## src/rtl/line_fetcher_if.sv

```systemverilog
// axi3_rd_if: AXI3 read address and read data channels, master and slave views.
interface axi3_rd_if #(
    parameter int unsigned BUS_WIDTH = 4
);
    logic [BUS_WIDTH-1:0] arid;
    logic [31:0]          araddr;
    logic [3:0]           arlen;
    logic [2:0]           arsize;
    logic [1:0]           arburst;
    logic                 arvalid;
    logic                 arready;
    logic [BUS_WIDTH-1:0] rid;
    logic [31:0]          rdata;
    logic [1:0]           rresp;
    logic                 rlast;
    logic                 rvalid;
    logic                 rready;

    modport master (
        output arid, araddr, arlen, arsize, arburst, arvalid, rready,
        input  arready, rid, rdata, rresp, rlast, rvalid
    );

    modport slave (
        input  arid, araddr, arlen, arsize, arburst, arvalid, rready,
        output arready, rid, rdata, rresp, rlast, rvalid
    );
endinterface

```

## src/rtl/line_fetcher.sv

```systemverilog
// line_fetcher: AXI3 read-burst master that refills one cache line per request.
// Define CRITICAL_WORD_FIRST_EN for a wrapping burst starting at the missed word (crit_word/crit_vld).
module line_fetcher #(
    parameter int unsigned LINE_WIDTH = 256,
    parameter int unsigned ARID       = 2,
    parameter int unsigned BUS_WIDTH  = 4
) (
    input  logic                  clk,
    input  logic                  rst,
    input  logic                  req,
    input  logic [31:0]           req_addr,
    output logic                  req_ready,
    output logic [LINE_WIDTH-1:0] line_data,
    output logic                  line_vld,
    output logic                  line_err,
    output logic                  busy,
`ifdef CRITICAL_WORD_FIRST_EN
    output logic [31:0]           crit_word,
    output logic                  crit_vld,
`endif
    axi3_rd_if.master             axi
);
    localparam int unsigned BEATS            = LINE_WIDTH / 32;
    localparam int unsigned LINE_BYTE_OFFSET = $clog2(LINE_WIDTH / 8);
    localparam int unsigned SW               = $clog2(BEATS);
    localparam int unsigned CW               = $clog2(BEATS + 1);
    localparam logic [BUS_WIDTH-1:0] ARID_V  = BUS_WIDTH'(ARID);
    localparam logic [1:0] BURST_INCR        = 2'b01;
    localparam logic [1:0] BURST_WRAP        = 2'b10;
    localparam logic [1:0] RESP_OKAY         = 2'b00;

    typedef enum logic [1:0] {StIdle, StAddr, StData, StDone} state_t;

    state_t        state_q, state_d;
    logic [31:0]   addr_q, addr_d;
    logic [SW-1:0] ptr_q, ptr_start;
    logic [CW-1:0] cnt_q;
    logic          err_q;
    logic          take, beat, id_ok, full, accept, beat_err;

    assign take = (state_q == StIdle) && req;

`ifdef CRITICAL_WORD_FIRST_EN
    assign addr_d      = {req_addr[31:2], 2'b00};
    assign ptr_start   = req_addr[LINE_BYTE_OFFSET-1:2];
    assign axi.arburst = BURST_WRAP;
    assign crit_word   = axi.rdata;
    assign crit_vld    = accept && (cnt_q == '0);
`else
    assign addr_d      = {req_addr[31:LINE_BYTE_OFFSET], {LINE_BYTE_OFFSET{1'b0}}};
    assign ptr_start   = '0;
    assign axi.arburst = BURST_INCR;
`endif

    // cnt_q counts accepted beats (completion rules); ptr_q is the line slot they land in.
    assign beat     = axi.rvalid && axi.rready;
    assign id_ok    = (axi.rid == ARID_V);
    assign full     = (cnt_q == CW'(BEATS));
    assign accept   = beat && id_ok && !full;
    assign beat_err = beat && ((axi.rresp != RESP_OKAY) || !id_ok || full ||
                               (axi.rlast && (cnt_q < CW'(BEATS - 1))));

    assign req_ready   = (state_q == StIdle);
    assign busy        = (state_q != StIdle);
    assign line_vld    = (state_q == StDone);
    assign line_err    = line_vld && err_q;
    assign axi.arvalid = (state_q == StAddr);
    assign axi.rready  = (state_q == StData);
    assign axi.arid    = ARID_V;
    assign axi.araddr  = addr_q;
    assign axi.arlen   = 4'(BEATS - 1);
    assign axi.arsize  = 3'b010;

    always_comb begin
        state_d = state_q;
        unique case (state_q)
            StIdle:  if (req) state_d = StAddr;
            StAddr:  if (axi.arready) state_d = StData;
            StData:  if (axi.rvalid && axi.rlast) state_d = StDone;
            StDone:  state_d = StIdle;
            default: state_d = StIdle;
        endcase
    end

    always_ff @(posedge clk or posedge rst) begin
        if (rst) begin
            state_q <= StIdle;
        end else begin
            state_q <= state_d;
        end
    end

    always_ff @(posedge clk or posedge rst) begin
        if (rst) begin
            addr_q    <= '0;
            ptr_q     <= '0;
            cnt_q     <= '0;
            err_q     <= 1'b0;
            line_data <= '0;
        end else begin
            if (take) begin
                addr_q <= addr_d;
                ptr_q  <= ptr_start;
            end
            if (beat_err) begin
                err_q <= 1'b1;
            end
            if (accept) begin
                for (int k = 0; k < BEATS; k++) begin
                    if (ptr_q == SW'(k)) begin
                        line_data[32*k +: 32] <= axi.rdata;
                    end
                end
                ptr_q <= (ptr_q == SW'(BEATS - 1)) ? '0 : ptr_q + 1'b1;
                cnt_q <= cnt_q + 1'b1;
            end
            if (state_q == StDone) begin
                err_q <= 1'b0;
                cnt_q <= '0;
            end
        end
    end
endmodule

```

## src/flat_wrapper.sv

```systemverilog
// flat-port wrapper written by rule: the top's interface ports become plain ports
module line_fetcher_flat 
#(
    parameter int unsigned LINE_WIDTH = 256,
    parameter int unsigned ARID       = 2,
    parameter int unsigned BUS_WIDTH  = 4
)
  (clk, rst, req, req_addr, req_ready, line_data, line_vld, line_err, busy, axi_arid, axi_araddr, axi_arlen, axi_arsize, axi_arburst, axi_arvalid, axi_rready, axi_arready, axi_rid, axi_rdata, axi_rresp, axi_rlast, axi_rvalid);
  axi3_rd_if #(.BUS_WIDTH(BUS_WIDTH)) axi_i ();
  input  logic clk;
  input  logic rst;
  input  logic req;
  input  logic [31:0] req_addr;
  output logic req_ready;
  output logic [LINE_WIDTH-1:0] line_data;
  output logic line_vld;
  output logic line_err;
  output logic busy;
  output wire logic [$bits(axi_i.arid)-1:0] axi_arid;
  output wire logic [$bits(axi_i.araddr)-1:0] axi_araddr;
  output wire logic [$bits(axi_i.arlen)-1:0] axi_arlen;
  output wire logic [$bits(axi_i.arsize)-1:0] axi_arsize;
  output wire logic [$bits(axi_i.arburst)-1:0] axi_arburst;
  output wire logic [$bits(axi_i.arvalid)-1:0] axi_arvalid;
  output wire logic [$bits(axi_i.rready)-1:0] axi_rready;
  input wire logic [$bits(axi_i.arready)-1:0] axi_arready;
  input wire logic [$bits(axi_i.rid)-1:0] axi_rid;
  input wire logic [$bits(axi_i.rdata)-1:0] axi_rdata;
  input wire logic [$bits(axi_i.rresp)-1:0] axi_rresp;
  input wire logic [$bits(axi_i.rlast)-1:0] axi_rlast;
  input wire logic [$bits(axi_i.rvalid)-1:0] axi_rvalid;
  assign axi_arid = axi_i.arid;
  assign axi_araddr = axi_i.araddr;
  assign axi_arlen = axi_i.arlen;
  assign axi_arsize = axi_i.arsize;
  assign axi_arburst = axi_i.arburst;
  assign axi_arvalid = axi_i.arvalid;
  assign axi_rready = axi_i.rready;
  assign axi_i.arready = axi_arready;
  assign axi_i.rid = axi_rid;
  assign axi_i.rdata = axi_rdata;
  assign axi_i.rresp = axi_rresp;
  assign axi_i.rlast = axi_rlast;
  assign axi_i.rvalid = axi_rvalid;
  line_fetcher #(.LINE_WIDTH(LINE_WIDTH), .ARID(ARID), .BUS_WIDTH(BUS_WIDTH)) u_core (.clk(clk), .rst(rst), .req(req), .req_addr(req_addr), .req_ready(req_ready), .line_data(line_data), .line_vld(line_vld), .line_err(line_err), .busy(busy), .axi(axi_i));
endmodule
```

## config.mk

```make
export PLATFORM = sky130hd
export DESIGN_NAME = line_fetcher_flat
export DESIGN_NICKNAME = d
export VERILOG_FILES = /design/src/rtl/line_fetcher_if.sv /design/src/rtl/line_fetcher.sv /design/src/flat_wrapper.sv
export SDC_FILE = /design/constraint.sdc
export NUM_CORES = 1
export LEC_CHECK = 0
export ABC_AREA = 1
export CORE_MARGIN = 2
export CORE_UTILIZATION = 49
export DETAILED_ROUTE_END_ITERATION = 8
export PLACE_DENSITY = 0.83
export SLEW_MARGIN = 20
export SYNTH_ARGS = -nofsm -noshare
export SYNTH_HDL_FRONTEND = slang
export SYNTH_SLANG_ARGS = --single-unit
```

## constraint.sdc

```tcl
create_clock -name clk -period 34 [get_ports clk]
set_input_delay 10.2 -clock clk [delete_from_list [all_inputs] [get_ports clk]]
set_output_delay 10.2 -clock clk [all_outputs]
set_load 0.05 [all_outputs]
```

==> summary.md <==
| Metric | Value |
|---|---|
| Outcome | finished, final reports clean |
| RSZ-0062 raised after global routing | false |
| PwrDens | 65.9 nW/um^2 |
| Synth Warn # | 0 |
| Ports | 383 |
| Crit path from | rst |
| Maximum VDD drop | 0.0000685 V |
| P_sw | 357 uW |
| CTS clock-pin slew for the worst setup and hold paths | 0.05 ns |
| Crit-path cells | clkdlybuf4s50_1, clkinv_8, buf_4, buf_4 |
| Die width | around 160 um |
| Storage cell area | 7330 um^2 |
| Clock Path Buffers | 3 |
| DRC | 0 |
| Minimum clock period | around 12 ns |
| Combinational power share | about 28% |
| Worst slack, placed | 20.64 ns |
| GPL Wtd Cong | ~0.82 |
| Rows | 56 |
| Core area | 23,300 um^2 |
| CTS Buf Count | 31 |
| Cells after synthesis | about 1.0k |
| Final setup fails | 0 |
| Initial drt markers | 661 |
| Initial Util | approximately half |
| First-pass GRT wire length | 47,200 um |
| Area of the multi-input gates | around 3300 um^2 |
| Lkg Pwr | 0.00729 uW |
| Vias in the first global route | 8,555 |
| Hold_ws | 0.481 ns |
| # resized after CTS | 0 |
| Via count | 8,692 |
| Hold buffers post-CTS | 0 |
| RR Startpoint | u_core.state_q[0]$_DFFE_PP0P_ |
| Unique cell type count in the Yosys netlist | 27 |
| #FFs+latches synth | 293 |
| Critical Path RT | 34.54 ns |
| CTS tree | done |
| Max incr delay on CP | 0.87 ns |
| N_diodes | 0 |
| Nets | 1,461 |
| Startpoint Class | input port |
| Switching part of the total | between 30% and 40% |
| Max-Cap Viols | 0 |
| Max-slew violation count | 0 |
| Routed vias/inst | 5.07 |
| Post-Route WL | 30,700 um |
| Post-Place Cell Area | about 15,000 um^2 |
| Critical path arrival | 12.94 ns |
| CTS sink count | 293 |
| Final setup margin | between 20 and 25 ns |
| Setup repair bufs after CTS | 0 |
| Cell internal pwr | roughly 700 uW |
| Clock latency on the worst-skew pair | 0.55 ns |
| GRT Util Overall | between 20% and 30% |
| IO Port Bufs | 359 |
| ANT nets after route | 0 |
| Final Cycle Share | between 30% and 40% |
| Share of cells above drive strength 1 | 9.81% |
| Fill cells | 1,694 |
| Full die area | 24,700 um^2 |
| Seq/Total Area, Yosys | 63.9% |
| Mapped cell area | 11,500 um^2 |
| Setup TNS Final | 0 ns |
| Die height | 157 um |
| Highest-delay cell along the critical path | buf_4 |
| Detailed placement HPWL | around 20,000 um |
| Final Power | 1050 uW |
| WL per Instance | 17.9 um |
| Initial antenna violation count | 0 |
| CP Class | in -> async |
| Hold Path Class | reg -> reg |
| H-tree depth | 1 |
| Crit Path Max Fanout | 150 |
| Worst-margin pin slew | between 0.9 and 1 ns |
| Crit path capture type | async pin |
| Relative slew slack | a little over a third |
| Clock power share | 33.5% |
| Design area | 16,000 um^2 |
| Layout Skew | 0.0197 ns |
| HP Start | u_core.line_data[15]$_DFFE_PP0P_ |
| Peak Freq | 80.6 MHz |
| Syn Area/Cell | 11.1 um^2 |
| Root buffer cell | clkbuf_16 |
| Syn-to-layout area delta | 39.2% |
| Sequential fraction of design power | 38.4% |
| Crit-path most repeated cell | buf_4 |
| GR Overflow Total | 0 |
| Fin. Hold Viols | 0 |
| DRT Pass-1 Iters | 5 |
| Maximum number of pins on one net before global-route repair | 151 |
[worst paths after layout]
| check | to | slack, ns | depth (start not counted) |
|---|---|---|---|
| max in group clk | busy | 21.64 | 4 |
| min reg2reg | u_core.line_data[15]$_DFFE_PP0P_ | 0.48 | 2 |
| max reg2reg | u_core.line_data[1]$_DFFE_PP0P_ | 31.52 | 6 |
| min in group asynchronous | u_core.axi.araddr[20]$_DFFE_PP0P_ | 10.14 | 2 |
| max | u_core.line_data[16]$_DFFE_PP0P_ | 21.60 | 4 |
| min | u_core.line_data[15]$_DFFE_PP0P_ | 0.48 | 2 |
[through the flow]
step	std cells	util (%)
after global placement	1659	64.0
after global routing	1715	68.7
after floorplan	1049	-
after detailed placement	1659	64.0
after CTS	1715	68.7
final	1715	68.7
[cell families after synthesis]
logic type,Yosys count,share of synthesized area (%)
AO/OA/AOI/OAI,266,12.9
XOR/XNOR,1,0.0763
adder cells (fa/ha/maj),12,1.31
buffers and inverters,124,7.55
flip-flops,293,63.9
multiplexers,27,2.65
other,2,0.0654
AND/OR/NAND/NOR,308,11.5
[Yosys cell counts (all sizes together)]
master,instances,area share (%)
a21oi,3,0.13
buf,69,5.8
clkbuf,1,0.033
conb,2,0.065
dfrtp,293,64
ha,12,1.3
inv,54,1.8
mux2,27,2.6
nand2,282,9.2
nand3,8,0.57
nand3b,7,1.1
nand4,1,0.055
nor2,9,0.50
o21ai,262,13
o221ai,1,0.076
or2,1,0.055
xor2,1,0.076
[power by group through the flow]
stage | clock network (uW) | registers (uW) | logic (uW)
4_1_cts | 357 | 404 | 298
5_1_grt | 373 | 408 | 310
6_report | 352 | 404 | 296
3_5_place_dp | 0 | 409 | 297
2_1_floorplan | 0 | 525 | 81.5
3_3_place_gp | 0 | 407 | 293
[registers in the layout, indices dropped and copies added, names as in the netlist]
register	count
u_core.state_q	2
u_core.axi.araddr	27
u_core.ptr_q	3
u_core.cnt_q	4
u_core.line_data	256
u_core.err_q	1
[critical path: cells and delay by family]
family | cells | cell delay [ns]
buffers and inverters | 4 | 2.60
[cell type report]
class / count / area share, %
Clock buffer: 41 / 5.53
Inverter: 54 / 1.35
Tap cell: 319 / 2.50
Multi-Input combinational cell: 632 / 20.9
Timing Repair Buffer: 361 / 22.6
Clock inverter: 15 / 1.24
Sequential cell: 293 / 45.9
[per-layer routing]
layer  wire (um)  part of all wire [%]  GRT usage (%)
met1       12400                    41           30.8
met4         927                   3.0           8.48
met5           0                     0              0
met2       14600                    48           40.5
met3        2710                   8.9           7.05
[layout by cell type, fill, tap and decap left out]
cell             count
conb_1              18
inv_6                1
xor2_1               1
inv_2                1
nor2_4               1
bufinv_16            4
mux2_2              27
nor2_1               7
clkbuf_16           31
nand2_1            280
clkbuf_8             7
nor2_8               1
o21ai_0              6
o21ai_1            216
clkbuf_1             3
o221ai_1             1
clkdlybuf4s50_1    359
ha_1                12
inv_1               52
nand3_1              6
or2_2                1
nand3_4              2
nand2_2              2
a21oi_1              3
clkinv_8             2
clkinv_2             6
nand4_1              1
nand3b_1             1
dfrtp_1            293
o21ai_2             40
clkinvlp_4           3
nand3b_4             6
buf_4                2
Note: power is estimated with default switching activity, not from simulation.
